$ cat src/rtl/zest_spi_master.sv
// SPI / uWire master for the Zest board: LMK01801 (uWire), two AD9653 and one AD9781 on a shared bus.
// Optional readback path is enabled by defining ZEST_SPI_READBACK_EN.
module zest_spi_master #(
   parameter int HALF = 4
) (
   input  logic        clk,
   input  logic        rst_n,
   input  logic        start,
   input  logic [1:0]  target,
   input  logic        rw,
   input  logic [12:0] addr,
   input  logic [31:0] wdata,
   output logic        busy,
   output logic        done,
   output logic [7:0]  rdata,
   output logic        sclk,
   output logic        sdi,
   input  logic        sdo,
   output logic        sdio_as_i,
   output logic        u1_le,
   output logic        u2_csb,
   output logic        u3_csb,
   output logic        u4_csb
);

   typedef enum logic [2:0] {
      ST_IDLE, ST_SETUP, ST_SHIFT_LO, ST_SHIFT_HI, ST_HOLD, ST_LATCH, ST_GAP
   } state_t;

   localparam logic [8:0] HALF_LEN  = 9'(HALF);
   localparam logic [8:0] LATCH_LEN = 9'(2 * HALF);

   // Frame is left-aligned so the MSB is always bit 31; read data bits go out as zeros.
   function automatic logic [31:0] build_frame(input logic [1:0] tgt, input logic rd,
                                               input logic [12:0] a, input logic [31:0] wd);
      logic [7:0] d;
      d = rd ? 8'h00 : wd[7:0];
      case (tgt)
         2'd0:    build_frame = wd;
         2'd3:    build_frame = {rd, 2'b00, a[4:0], d, 16'h0000};
         default: build_frame = {rd, 2'b00, a, d, 8'h00};
      endcase
   endfunction

   function automatic logic [4:0] frame_last_bit(input logic [1:0] tgt);
      case (tgt)
         2'd0:    frame_last_bit = 5'd31;
         2'd3:    frame_last_bit = 5'd15;
         default: frame_last_bit = 5'd23;
      endcase
   endfunction

   state_t      state_r, state_nx_s;
   logic [8:0]  cnt_r, cnt_nx_s;
   logic [4:0]  bit_r, bit_nx_s;
   logic [4:0]  last_bit_r, last_bit_nx_s;
   logic [31:0] frame_r, frame_nx_s;
   logic [1:0]  tgt_r, tgt_nx_s;
   logic        rd_r, rd_nx_s;
   logic        rd_req_s;
   logic        last_s;

   logic busy_r, done_r, sclk_r, sdi_r, sdio_r, le_r, u2_csb_r, u3_csb_r, u4_csb_r;
   logic busy_nx_s, done_nx_s, sclk_nx_s, sdi_nx_s, sdio_nx_s, le_nx_s;
   logic u2_csb_nx_s, u3_csb_nx_s, u4_csb_nx_s;
   logic shifting_s, cs_active_s;

`ifdef ZEST_SPI_READBACK_EN
   assign rd_req_s = rw & (target != 2'd0);
`else
   logic unused_s;
   assign rd_req_s = 1'b0;
   assign unused_s = ^{rw, sdo};
`endif

   assign last_s = (cnt_r == (((state_r == ST_LATCH) ? LATCH_LEN : HALF_LEN) - 9'd1));

   // State and transaction context registers.
   always_ff @(posedge clk or negedge rst_n) begin
      if (!rst_n) begin
         state_r    <= ST_IDLE;
         cnt_r      <= 9'd0;
         bit_r      <= 5'd0;
         last_bit_r <= 5'd0;
         frame_r    <= 32'h0000_0000;
         tgt_r      <= 2'd0;
         rd_r       <= 1'b0;
      end else begin
         state_r    <= state_nx_s;
         cnt_r      <= cnt_nx_s;
         bit_r      <= bit_nx_s;
         last_bit_r <= last_bit_nx_s;
         frame_r    <= frame_nx_s;
         tgt_r      <= tgt_nx_s;
         rd_r       <= rd_nx_s;
      end
   end

   // Next-state logic; every state lasts HALF cycles except LATCH (2*HALF).
   always_comb begin
      state_nx_s    = state_r;
      cnt_nx_s      = last_s ? 9'd0 : cnt_r + 9'd1;
      bit_nx_s      = bit_r;
      last_bit_nx_s = last_bit_r;
      frame_nx_s    = frame_r;
      tgt_nx_s      = tgt_r;
      rd_nx_s       = rd_r;
      case (state_r)
         ST_IDLE: begin
            cnt_nx_s = 9'd0;
            if (start) begin
               state_nx_s    = ST_SETUP;
               bit_nx_s      = 5'd0;
               tgt_nx_s      = target;
               rd_nx_s       = rd_req_s;
               frame_nx_s    = build_frame(target, rd_req_s, addr, wdata);
               last_bit_nx_s = frame_last_bit(target);
            end else begin
               state_nx_s = ST_IDLE;
            end
         end
         ST_SETUP: begin
            if (last_s) state_nx_s = ST_SHIFT_LO;
            else        state_nx_s = ST_SETUP;
         end
         ST_SHIFT_LO: begin
            if (last_s) state_nx_s = ST_SHIFT_HI;
            else        state_nx_s = ST_SHIFT_LO;
         end
         ST_SHIFT_HI: begin
            if (last_s && (bit_r == last_bit_r)) begin
               state_nx_s = ST_HOLD;
            end else if (last_s) begin
               state_nx_s = ST_SHIFT_LO;
               bit_nx_s   = bit_r + 5'd1;
            end else begin
               state_nx_s = ST_SHIFT_HI;
            end
         end
         ST_HOLD: begin
            if (last_s) state_nx_s = (tgt_r == 2'd0) ? ST_LATCH : ST_GAP;
            else        state_nx_s = ST_HOLD;
         end
         ST_LATCH: begin
            if (last_s) state_nx_s = ST_GAP;
            else        state_nx_s = ST_LATCH;
         end
         ST_GAP: begin
            if (last_s) state_nx_s = ST_IDLE;
            else        state_nx_s = ST_GAP;
         end
         default: begin
            state_nx_s = ST_IDLE;
         end
      endcase
   end

   // Output decode from the upcoming state so that the registered pins line up with it.
   always_comb begin
      shifting_s  = (state_nx_s == ST_SETUP) || (state_nx_s == ST_SHIFT_LO) ||
                    (state_nx_s == ST_SHIFT_HI);
      cs_active_s = shifting_s || (state_nx_s == ST_HOLD);
      busy_nx_s   = (state_nx_s != ST_IDLE);
      done_nx_s   = (state_nx_s == ST_GAP) && (state_r != ST_GAP);
      sclk_nx_s   = (state_nx_s == ST_SHIFT_HI);
      sdi_nx_s    = shifting_s ? frame_nx_s[5'd31 - bit_nx_s] : 1'b0;
      sdio_nx_s   = rd_nx_s && cs_active_s && (state_nx_s != ST_SETUP) &&
                    (bit_nx_s >= (last_bit_nx_s - 5'd7));
      le_nx_s     = (state_nx_s == ST_LATCH);
      u2_csb_nx_s = !(cs_active_s && (tgt_nx_s == 2'd1));
      u3_csb_nx_s = !(cs_active_s && (tgt_nx_s == 2'd2));
      u4_csb_nx_s = !(cs_active_s && (tgt_nx_s == 2'd3));
   end

   // Registered bus and handshake outputs.
   always_ff @(posedge clk or negedge rst_n) begin
      if (!rst_n) begin
         busy_r   <= 1'b0;
         done_r   <= 1'b0;
         sclk_r   <= 1'b0;
         sdi_r    <= 1'b0;
         sdio_r   <= 1'b0;
         le_r     <= 1'b0;
         u2_csb_r <= 1'b1;
         u3_csb_r <= 1'b1;
         u4_csb_r <= 1'b1;
      end else begin
         busy_r   <= busy_nx_s;
         done_r   <= done_nx_s;
         sclk_r   <= sclk_nx_s;
         sdi_r    <= sdi_nx_s;
         sdio_r   <= sdio_nx_s;
         le_r     <= le_nx_s;
         u2_csb_r <= u2_csb_nx_s;
         u3_csb_r <= u3_csb_nx_s;
         u4_csb_r <= u4_csb_nx_s;
      end
   end

`ifdef ZEST_SPI_READBACK_EN
   logic [7:0] rx_r;
   logic [7:0] rdata_r;
   logic       sample_s;

   assign sample_s = (state_r == ST_SHIFT_HI) && last_s && rd_r &&
                     (bit_r >= (last_bit_r - 5'd7));

   // Capture sdo at the end of each data high phase; publish the byte with done.
   always_ff @(posedge clk or negedge rst_n) begin
      if (!rst_n) begin
         rx_r    <= 8'h00;
         rdata_r <= 8'h00;
      end else begin
         if (sample_s) rx_r <= {rx_r[6:0], sdo};
         else          rx_r <= rx_r;
         if (done_nx_s && rd_r) rdata_r <= rx_r;
         else                   rdata_r <= rdata_r;
      end
   end

   assign rdata = rdata_r;
`else
   assign rdata = 8'h00;
`endif

   assign busy      = busy_r;
   assign done      = done_r;
   assign sclk      = sclk_r;
   assign sdi       = sdi_r;
   assign sdio_as_i = sdio_r;
   assign u1_le     = le_r;
   assign u2_csb    = u2_csb_r;
   assign u3_csb    = u3_csb_r;
   assign u4_csb    = u4_csb_r;

endmodule
$ cat config.mk
export PLATFORM = sky130hd
export DESIGN_NAME = zest_spi_master
export DESIGN_NICKNAME = d
export VERILOG_FILES = /design/src/rtl/zest_spi_master.sv
export SDC_FILE = /design/constraint.sdc
export NUM_CORES = 1
export LEC_CHECK = 0
export ABC_AREA = 1
export CORE_ASPECT_RATIO = 0.6
export CORE_MARGIN = 3
export CORE_UTILIZATION = 35
export DETAILED_ROUTE_END_ITERATION = 10
export RECOVER_POWER = 100
export SETUP_SLACK_MARGIN = 0.05
export SYNTH_ARGS = -nofsm -noshare
export SYNTH_HDL_FRONTEND = slang
export SYNTH_SLANG_ARGS = --single-unit
$ cat constraint.sdc
create_clock -name clk -period 7.5 [get_ports clk]
set_clock_uncertainty 0.05 [all_clocks]
set_input_delay 1.125 -clock clk [delete_from_list [all_inputs] [get_ports clk]]
set_output_delay 1.125 -clock clk [all_outputs]
set_load 0.005 [all_outputs]
==> flow_summary.yaml <==
flow_run:
  maxCapViolCount: 2
yosys:
  post_synth_inst_count: 503
  synth_top_area_cell: "sky130_fd_sc_hd__dfrtp_1"
  synth-main-ff-cell: "sky130_fd_sc_hd__dfrtp_1"
  synthTopCellsByCount: "sky130_fd_sc_hd__nand2_1 (138), sky130_fd_sc_hd__nand3_1 (64), sky130_fd_sc_hd__dfrtp_1 (63)"
  yosysUniqueCellTypes: 39
  synth.ff_latch_count: 66
  synth_async_sr_flop_share: 1.00
  yosysTopAreaCellShare: 0.406
  yosys-top-cells-area: "sky130_fd_sc_hd__dfrtp_1 (41%), sky130_fd_sc_hd__nand2_1 (13%), sky130_fd_sc_hd__nand3_1 (8.3%)"
  synth-edff-count: 0
  synth_seq_area_share: 0.426
  postSynthAreaPerCell_um2: 7.72
  synthMostInstantiatedCell: "sky130_fd_sc_hd__nand2_1"
  yosysWarnings: 0
  synth_cell_area_um2: 3880
detailed_routing:
  drt_iter0_drc: 163
  drt-vias-per-instance: 4.88
  average_wire_length_per_cell_after_detail_routing_um: 14.3
  detail-route-antenna-nets: 0
  remaining_drc_errors: 0
  dr.pass1.iters: 4
  vias: 3404
  postRouteWirelength_um: 10000
timing:
  tightestPinTransition_ps: 3670
  achievable-frequency_mhz: 190
  finalWorstPathRequiredPeriod_ps: 5250
  period_share: 0.701
  final-setup-viol-count: 0
  count_of_pins_over_their_slew_limit: 137
  timing.max_slew.rel_slack: -1.45
  setup-tns-final_ps: 0
  final.hold.worst_slack_ps: 403
  number_of_hold_violations_in_the_final_report: 0
  rsz_0062_raised_after_global_routing: "false"
floorplan:
  start_util: 0.363
  die_area_um2: 12400
  width_of_the_die_um: 142
  num_io_pins: 69
  placeableCoreArea_um2: 10700
  rows: 29
  die_h_um: 87.6
grt:
  first_global_vias: 3272
  grt_remaining_overflow: 0
  antenna_violations_before_repair: 0
  grt_first_pass_wirelength_um: 16600
  largest_net_degree_at_the_start_of_global_routing: 70
  grt_use_total: 0.171
status:
  run_status: "finished with violations"
  failed_checks: "max-capacitance violations, max-slew violations"
clock_tree:
  htree_levels: 3
  clock_latency_ps: 330
  post_cts.repair.setup_buffers: 0
  tritoncts_num_sinks: 66
  clk_pin_slew_worst_paths_ps: 50
  cts_hold_buf: 0
  cts_tree: "built"
  ctsRootBufferMaster: "sky130_fd_sc_hd__clkbuf_16"
  cts_buffer_depth: 2
  tritoncts.num_buffers: 9
  cts.repair.resized: 0
place:
  dp_hpwl_um: 7080
  buffer_ports.inserted: 58
  finalWeightedCongestion: 0.831
power:
  peakVddDrop_uv: 93.2
  cellPowerDensity_nw_per_um2: 167
  leakage_nw: 2.16
worst_setup_path:
  critical-path-slowest-cell: "sky130_fd_sc_hd__nand2_1"
  cell_class_contributing_the_biggest_share_of_worst_path_delay: "simple AND/OR/NAND/NOR gates"
  crit_chain: "dlygate4sd3_1 -> nand2_1 -> inv_2 -> nor2_1 -> inv_1 -> o21ai_1 -> ha_1 -> inv_1 -> o21bai_1 -> a21oi_1 -> nor2_1 -> o221ai_1 -> a21oi_1"
  worstPathMaxFanout: 69
  required_ps: 7650
  cp_slowest_stage_delay_ps: 1500
  critical_path_arrival_ps: 5410
  worst-path-buf-inv: 4
  critical_path.endpoint_type: "flip-flop"
  crit_type: "input port to flip-flop"
  startpoint_class: "input port"
layout:
  fillers: 1087
  num-nets-final: 618
  post_route_cells_drive_above_1_share: 0.0733
  diodes: 0
  flow.area_growth_from_synthesis_pct: 21.5
hold_path:
  hold_path.class: "flip-flop to flip-flop"
cell families (layout without fill, tap and decap cells):
logic type	count (synthesis)	after routing	share of synthesized area
xor+xnor	6	6	0.0135
compound gates	67	67	0.0964
buf+inv	79	128	0.0964
other cells	1	8	0.000966
fa+ha+maj	11	11	0.0355
flops	66	66	0.426
simple gates	273	273	0.331
state kept, by name, indices dropped and copies added, names as in the netlist, 2 cells and up:
register    cells
frame_r        32
cnt_r           9
state_r         3
last_bit_r      5
bit_r           5
tgt_r           2
layer usage:
| layer | vias up | global-route usage | wire length (µm) |
|---|---|---|---|
| li1 | 1740 | - | - |
| met1 | 1587 | 0.259 | 5440 |
| met2 | 67 | 0.242 | 4030 |
| met3 | 10 | 0.0420 | 424 |
| met4 | 0 | 0.0436 | 100 |
| met5 | - | 0 | 0 |
area by class of cell:
type                       instances  area, µm²  area share
clock buffer                       9        225      0.0478
clock inverter                     6       35.0     0.00743
inverter                          53        199      0.0422
multi-input combinational        365       1840       0.391
sequential                        66       1660       0.351
tap                              139        174      0.0369
timing repair buffer              60        583       0.124
worst paths after layout:
check | from | end | slack [ps] | depth (start not counted)
setup reg to reg | state_r[2]$_DFF_PN0_ | sdio_as_i$_DFF_PN0_ | 2750 | 15
hold reg to reg | cnt_r[0]$_DFF_PN0_ | cnt_r[0]$_DFF_PN0_ | 400 | 1
min in group asynchronous | rst_n | frame_r[29]$_DFF_PN0_ | 2100 | 2
hold / removal | cnt_r[0]$_DFF_PN0_ | cnt_r[0]$_DFF_PN0_ | 400 | 1
max in group asynchronous | rst_n | frame_r[0]$_DFF_PN0_ | 3230 | 2
setup / recovery | start | sdio_as_i$_DFF_PN0_ | 2250 | 13
metrics by stage:
step,cells,setup WS (ps),cell area (µm²),total power [mW],utilization
floorplan,510,4340,3910,0.386,-
global placement,683,3160,4500,0.424,0.420
detailed placement,683,3100,4500,0.424,0.420
CTS,698,3440,4760,0.802,0.444
global route,698,1840,4720,0.824,0.441
finish,698,2250,4720,0.789,0.441
layout by cell type, fill, tap and decap left out, drive strengths merged, types with 2 or more instances in the layout:
cell type,netlist,routed
nand2,142,142
nand3,69,69
dfrtp,63,63
inv,53,52
clkdlybuf4s50,0,46
nor2,37,37
o21ai,35,35
a21oi,20,20
ha,11,11
dlygate4sd3,0,11
nand4,11,11
clkbuf,7,11
conb,1,8
nor3,8,8
o31ai,6,6
clkinv,0,5
xnor2,4,4
nor3b,4,4
dfstp,3,3
xor2,2,2
o21bai,2,2
clkinvlp,0,2
power breakdown:
part           switching, mW  internal [mW]  leakage (nW)
clock                  0.153          0.219         0.127
combinational         0.0319         0.0289          1.19
sequential                 0          0.356         0.840
Power figures use the tool's default switching activity.
